## src/rtl/i2s_receiver.sv

```systemverilog
// -----------------------------------------------------------------------------
// i2s_receiver
//   Receives a standard I2S stereo stream (BCK/WS/SDATA from an external ADC,
//   asynchronous to CLK) and presents each completed left+right frame on
//   DATA_L/DATA_R with a VALID/READY handshake.
//
//   All inputs are resynchronised into the CLK domain. WS and SDATA are
//   sampled on a rising-edge strobe of the synchronised BCK. CLK must run
//   at least 4x faster than BCK.
//
//   Optional feature macro: I2S_RX_OVERRUN_EN
//     defined   : a frame completing while VALID=1 and READY=0 is dropped,
//                 the held frame is kept and OVERRUN sets (sticky until RST).
//     undefined : the new frame overwrites the held one, VALID stays 1 and
//                 OVERRUN is tied low.
// -----------------------------------------------------------------------------
module i2s_receiver #(
  parameter int BUS_WIDTH = 16
) (
  input  logic                 CLK,
  input  logic                 RST,
  input  logic                 BCK,
  input  logic                 WS,
  input  logic                 SDATA,
  output logic [0:BUS_WIDTH-1] DATA_L,
  output logic [0:BUS_WIDTH-1] DATA_R,
  output logic                 VALID,
  input  logic                 READY,
  output logic                 OVERRUN
);

  // Bit counter must be able to hold BUS_WIDTH itself so it can saturate
  // there and ignore any extra bits of a long slot.
  localparam int              CNT_W   = $clog2(BUS_WIDTH + 1);
  localparam logic [CNT_W-1:0] CNT_MAX = CNT_W'(BUS_WIDTH);

  typedef enum logic [1:0] {
    HUNT      = 2'd0,
    LEFT_SEEN = 2'd1,
    LOCKED    = 2'd2
  } sync_state_t;

  // Synchroniser flops
  logic bck_s1_r;
  logic bck_s2_r;
  logic bck_s3_r;
  logic ws_s1_r;
  logic ws_s2_r;
  logic sd_s1_r;
  logic sd_s2_r;

  // Bit-level receive state
  logic                 ws_prev_r;
  logic [CNT_W-1:0]     bit_cnt_r;
  logic [0:BUS_WIDTH-1] word_r;
  logic [0:BUS_WIDTH-1] word_next_s;

  // Word/frame assembly state
  sync_state_t          state_r;
  logic                 left_valid_r;
  logic [0:BUS_WIDTH-1] left_hold_r;
  logic [0:BUS_WIDTH-1] right_hold_r;
  logic                 frame_pend_r;

  // Output registers
  logic [0:BUS_WIDTH-1] data_l_r;
  logic [0:BUS_WIDTH-1] data_r_r;
  logic                 valid_r;
  logic                 overrun_r;

  // Decoded strobe and word-boundary events
  logic bck_rise_s;
  logic ws_edge_s;
  logic ws_fall_s;
  logic ws_rise_s;

  // Bring BCK, WS and SDATA into the CLK domain; the third BCK flop gives
  // the previous synchronised level for rising-edge detection.
  always_ff @(posedge CLK) begin
    if (RST) begin
      bck_s1_r <= 1'b0;
      bck_s2_r <= 1'b0;
      bck_s3_r <= 1'b0;
      ws_s1_r  <= 1'b0;
      ws_s2_r  <= 1'b0;
      sd_s1_r  <= 1'b0;
      sd_s2_r  <= 1'b0;
    end else begin
      bck_s1_r <= BCK;
      bck_s2_r <= bck_s1_r;
      bck_s3_r <= bck_s2_r;
      ws_s1_r  <= WS;
      ws_s2_r  <= ws_s1_r;
      sd_s1_r  <= SDATA;
      sd_s2_r  <= sd_s1_r;
    end
  end

  // One-CLK strobe per BCK rising edge, and WS change classification.
  // A WS change marks the LSB slot of the word that is ending.
  assign bck_rise_s = bck_s2_r & ~bck_s3_r;
  assign ws_edge_s  = bck_rise_s & (ws_s2_r ^ ws_prev_r);
  assign ws_fall_s  = ws_edge_s & ~ws_s2_r;
  assign ws_rise_s  = ws_edge_s & ws_s2_r;

  // Current word with the bit sampled on this strobe inserted at the
  // counter position (MSB first); positions past BUS_WIDTH are dropped.
  always_comb begin
    word_next_s = word_r;
    for (int i = 0; i < BUS_WIDTH; i++) begin
      if (bit_cnt_r == CNT_W'(i)) begin
        word_next_s[i] = sd_s2_r;
      end else begin
        word_next_s[i] = word_r[i];
      end
    end
  end

  // Per-word bit capture: accumulate on each strobe, restart on a boundary
  // so a short word stays left-aligned with zero LSBs.
  always_ff @(posedge CLK) begin
    if (RST) begin
      ws_prev_r <= 1'b0;
      bit_cnt_r <= {CNT_W{1'b0}};
      word_r    <= {BUS_WIDTH{1'b0}};
    end else if (bck_rise_s) begin
      ws_prev_r <= ws_s2_r;
      if (ws_edge_s) begin
        bit_cnt_r <= {CNT_W{1'b0}};
        word_r    <= {BUS_WIDTH{1'b0}};
      end else begin
        word_r <= word_next_s;
        if (bit_cnt_r < CNT_MAX) begin
          bit_cnt_r <= bit_cnt_r + CNT_W'(1);
        end else begin
          bit_cnt_r <= bit_cnt_r;
        end
      end
    end else begin
      ws_prev_r <= ws_prev_r;
      bit_cnt_r <= bit_cnt_r;
      word_r    <= word_r;
    end
  end

  // Frame sync FSM: after reset the receiver hunts for a left word start,
  // then a right word start, and only then collects frames. The first frame
  // emitted is the first whose left word starts after LOCKED is reached,
  // tracked by left_valid_r.
  always_ff @(posedge CLK) begin
    if (RST) begin
      state_r      <= HUNT;
      left_valid_r <= 1'b0;
      left_hold_r  <= {BUS_WIDTH{1'b0}};
      right_hold_r <= {BUS_WIDTH{1'b0}};
      frame_pend_r <= 1'b0;
    end else begin
      frame_pend_r <= 1'b0;
      case (state_r)
        HUNT: begin
          if (ws_fall_s) begin
            state_r <= LEFT_SEEN;
          end else begin
            state_r <= HUNT;
          end
        end
        LEFT_SEEN: begin
          if (ws_rise_s) begin
            state_r <= LOCKED;
          end else begin
            state_r <= LEFT_SEEN;
          end
        end
        LOCKED: begin
          state_r <= LOCKED;
          if (ws_rise_s) begin
            left_hold_r  <= word_next_s;
            left_valid_r <= 1'b1;
          end else if (ws_fall_s && left_valid_r) begin
            right_hold_r <= word_next_s;
            frame_pend_r <= 1'b1;
          end else begin
            left_hold_r  <= left_hold_r;
            right_hold_r <= right_hold_r;
          end
        end
        default: begin
          state_r      <= HUNT;
          left_valid_r <= 1'b0;
        end
      endcase
    end
  end

  // Output handshake: load a completed frame one CLK after it is detected,
  // clear VALID on a transfer unless a new frame loads on the same edge.
  always_ff @(posedge CLK) begin
    if (RST) begin
      data_l_r  <= {BUS_WIDTH{1'b0}};
      data_r_r  <= {BUS_WIDTH{1'b0}};
      valid_r   <= 1'b0;
      overrun_r <= 1'b0;
    end else if (frame_pend_r) begin
`ifdef I2S_RX_OVERRUN_EN
      if (valid_r && !READY) begin
        // Consumer still holds off: keep the old frame, flag the drop.
        overrun_r <= 1'b1;
      end else begin
        data_l_r <= left_hold_r;
        data_r_r <= right_hold_r;
        valid_r  <= 1'b1;
      end
`else
      data_l_r  <= left_hold_r;
      data_r_r  <= right_hold_r;
      valid_r   <= 1'b1;
      overrun_r <= 1'b0;
`endif
    end else if (valid_r && READY) begin
      valid_r <= 1'b0;
    end else begin
      valid_r <= valid_r;
    end
  end

  assign DATA_L  = data_l_r;
  assign DATA_R  = data_r_r;
  assign VALID   = valid_r;
  assign OVERRUN = overrun_r;

endmodule

```

## config.mk

```make
export PLATFORM = sky130hd
export DESIGN_NAME = i2s_receiver
export DESIGN_NICKNAME = d
export VERILOG_FILES = /design/src/rtl/i2s_receiver.sv
export SDC_FILE = /design/constraint.sdc
export NUM_CORES = 1
export LEC_CHECK = 0
export CAP_MARGIN = 10
export CORE_MARGIN = 1.5
export CORE_UTILIZATION = 60
export CTS_CLUSTER_SIZE = 8
export DETAILED_ROUTE_END_ITERATION = 8
export GPL_TIMING_DRIVEN = 0
export PLACE_DENSITY_LB_ADDON = 0.08
export SYNTH_ARGS = -nofsm -noshare
export SYNTH_HDL_FRONTEND = slang
export SYNTH_SLANG_ARGS = --single-unit
```

## constraint.sdc

```tcl
create_clock -name CLK -period 3.3 [get_ports CLK]
set_input_delay 0.495 -clock CLK [delete_from_list [all_inputs] [get_ports CLK]]
set_output_delay 0.495 -clock CLK [all_outputs]
set_load 0.02 [all_outputs]
```

==> flow_metrics.tcl <==
set metrics [dict create \
    synth.distinct_cells 39 \
    grt_util_all_layers_pct 23.95 \
    htree_levels 3 \
    finalSetupTns_ns 0 \
    synth.top_cell.area_share_pct 50.00 \
    hold_class "reg -> reg" \
    synth_ff_type "dfxtp_1" \
    num-nets-final 432 \
    crit_fanout 6 \
    leakage_nw 1.525 \
    first_pass_iters 4 \
    port_buffers 37 \
    die_area_um2 7033 \
    fin_ws_ns 1.340 \
    setup_viol 0 \
    end_kind "register" \
    synth_top_cell_by_area "dfxtp_1" \
    cap_violations 0 \
    cp_cell_sequence "ha_1, nor4b_1, mux2i_1, a211oi_2" \
    postSynth.asyncResetShare_pct 0 \
    cpLargestDelayFamily "simple AND/OR/NAND/NOR gates" \
    yosys_register_bits 98 \
    period_share_pct 59.40 \
    slew_viol_final 0 \
    clock_latency_ns 0.37 \
    coreArea_um2 6350 \
    vias 2889 \
    p_per_area_nw_per_um2 487.0 \
    cts_sinks 98 \
    grt_max_degree 18 \
    start_kind "register" \
    fp-row-count 29 \
    clock_tree.root_cell "clkbuf_8" \
    antenna_left 0 \
    wire_per_inst_um 16.30 \
    antenna_found_initial 0 \
    cts_resized 0 \
    max-slew-margin-rel_pct 56.51 \
    drt_iter0_drc 193 \
    wl_um 8197 \
    netlist_area_um2 3924 \
    grt_pass1_wl_um 13190 \
    timing.critical_path.buf_inv 0 \
    numCtsBuffers 9 \
    period_minus_slack_ns 1.960 \
    drive_above_1_share_pct 10.80 \
    gp_congestion 0.8429 \
    yosys-top-cells-count "98 x dfxtp_1, 48 x mux2i_1, 39 x a21oi_1" \
    cts_buffer_depth 2 \
    grt_pass1_vias 2659 \
    clkTransAtPathRegs_ns 0.10 \
    syn_to_final_growth_pct 18.81 \
    die_height_um 83.87 \
    ys_seq_area_share_pct 50.00 \
    rsz0062_at_grt "no" \
    syn_inst 373 \
    ctsHoldBuffers 0 \
    cts_setup_buffers 0 \
    finClkSkew_ns 0.01149 \
    critical_path_class "reg -> reg" \
    worstPathRequired_ns 3.53 \
    final_util_pct 73.42 \
    max_stage_delay_ns 0.50 \
    die_w_um 83.87 \
    finalHoldViolations 0 \
    cts_tree "built" \
    worst_pin_slew_ns 0.6523 \
    synth-edff-count 0 \
    grt_overflow 0 \
    drcViolationCount 0 \
    syn_area_per_cell_um2 10.52 \
    ios 40 \
    arrival_ns 2.19 \
    yosys-top-cells-area "dfxtp_1 50%, mux2i_1 12%, a21oi_1 5.0%" \
    ir_drop_mv 0.2905 \
    dp_worst_setup_slack_ns 1.231 \
    yosys_warnings 0 \
    outcome "finished, final reports clean" \
    avgViaCountPerCell 5.744 \
    syn-num-nets 384 \
    cp_slowest_cell "nor4b_1" \
    fmax_mhz 510.1 \
    diodes 0 \
    start_util_pct 61.79 \
    synth_most_common_cell "dfxtp_1" \
    hpwl_um 5865 \
]
==> power by group <==
group	internal (W)	total [W]	switching, W
sequential	0.00119	0.00119	0.00000457
combinational	0.0000202	0.0000624	0.0000422
clock	0.000588	0.00102	0.000429
total	0.00179	0.00227	0.000476
==> cells in the final DEF, fill, tap and decap left out, drive strengths merged, types with 7 or more instances in the layout <==
master / count
inv: 7
o2bb2ai: 15
nor2: 37
mux2i: 48
buf: 22
nor4bb: 8
dfxtp: 98
a21oi: 39
a211oi: 33
clkdlybuf4s50: 37
clkbuf: 21
nor2b: 9
==> area by class of cell <==
type / count / area (um2)
fill: 458 / 1688
inverter: 5 / 18.77
clock inverter: 7 / 147.6
clock buffer: 9 / 123.9
tap: 77 / 96.34
buffer: 34 / 188.9
timing repair buffer: 37 / 370.4
sequential: 98 / 1962
multi-input combinational: 236 / 1754
==> sequential cells by signal (all words and copies together) (netlist names) <==
signal / cells
sd_s2_r: 1
word_r: 16
DATA_R: 16
ws_s2_r: 1
DATA_L: 16
left_valid_r: 1
bit_cnt_r: 5
right_hold_r: 16
state_r: 2
ws_prev_r: 1
ws_s1_r: 1
VALID: 1
bck_s2_r: 1
bck_s1_r: 1
bck_s3_r: 1
sd_s1_r: 1
frame_pend_r: 1
left_hold_r: 16
==> metrics by stage <==
step / hold slack, ns / instances / cell area (um2) / power [W]
floorplan: 0.4138 / 373 / 3924 / 0.001260
global placement: 0.4178 / 487 / 4390 / 0.001280
detailed placement: 0.4276 / 487 / 4390 / 0.001281
CTS: 0.4508 / 503 / 4662 / 0.002279
global route: 0.4677 / 503 / 4662 / 0.002338
finish: 0.4477 / 503 / 4662 / 0.002270
==> routing by layer <==
| layer | part of all wire (%) | routed length, um | vias up | global-route usage [%] |
|---|---|---|---|---|
| li1 | - | - | 1438 | - |
| met4 | 2.0 | 163 | 0 | 10.28 |
| met3 | 3.5 | 288 | 15 | 3.858 |
| met2 | 47 | 3815 | 63 | 37.76 |
| met5 | 0 | 0 | - | 0 |
| met1 | 48 | 3930 | 1373 | 32.72 |
==> kinds of logic after synthesis <==
group | count (synthesis) | synth area share (%)
flip-flops | 98 | 50.00
AO/OA/AOI/OAI | 94 | 17.19
AND/OR/NAND/NOR | 87 | 13.17
multiplexers | 48 | 12.24
buffers and inverters | 39 | 5.293
adder cells (fa/ha/maj) | 5 | 1.594
other | 1 | 0.09557
XOR/XNOR | 1 | 0.4147
==> final timing paths <==
kind                startpoint             end  slack, ns  cells past startpoint
setup / recovery  bit_cnt_r[0]  left_hold_r[3]       1.34                      4
hold / removal        bck_s1_r        bck_s2_r       0.45                      1
setup reg to reg  bit_cnt_r[0]  left_hold_r[3]       1.34                      4
hold reg to reg       bck_s1_r        bck_s2_r       0.45                      1
(Power assumes the default switching activity.)
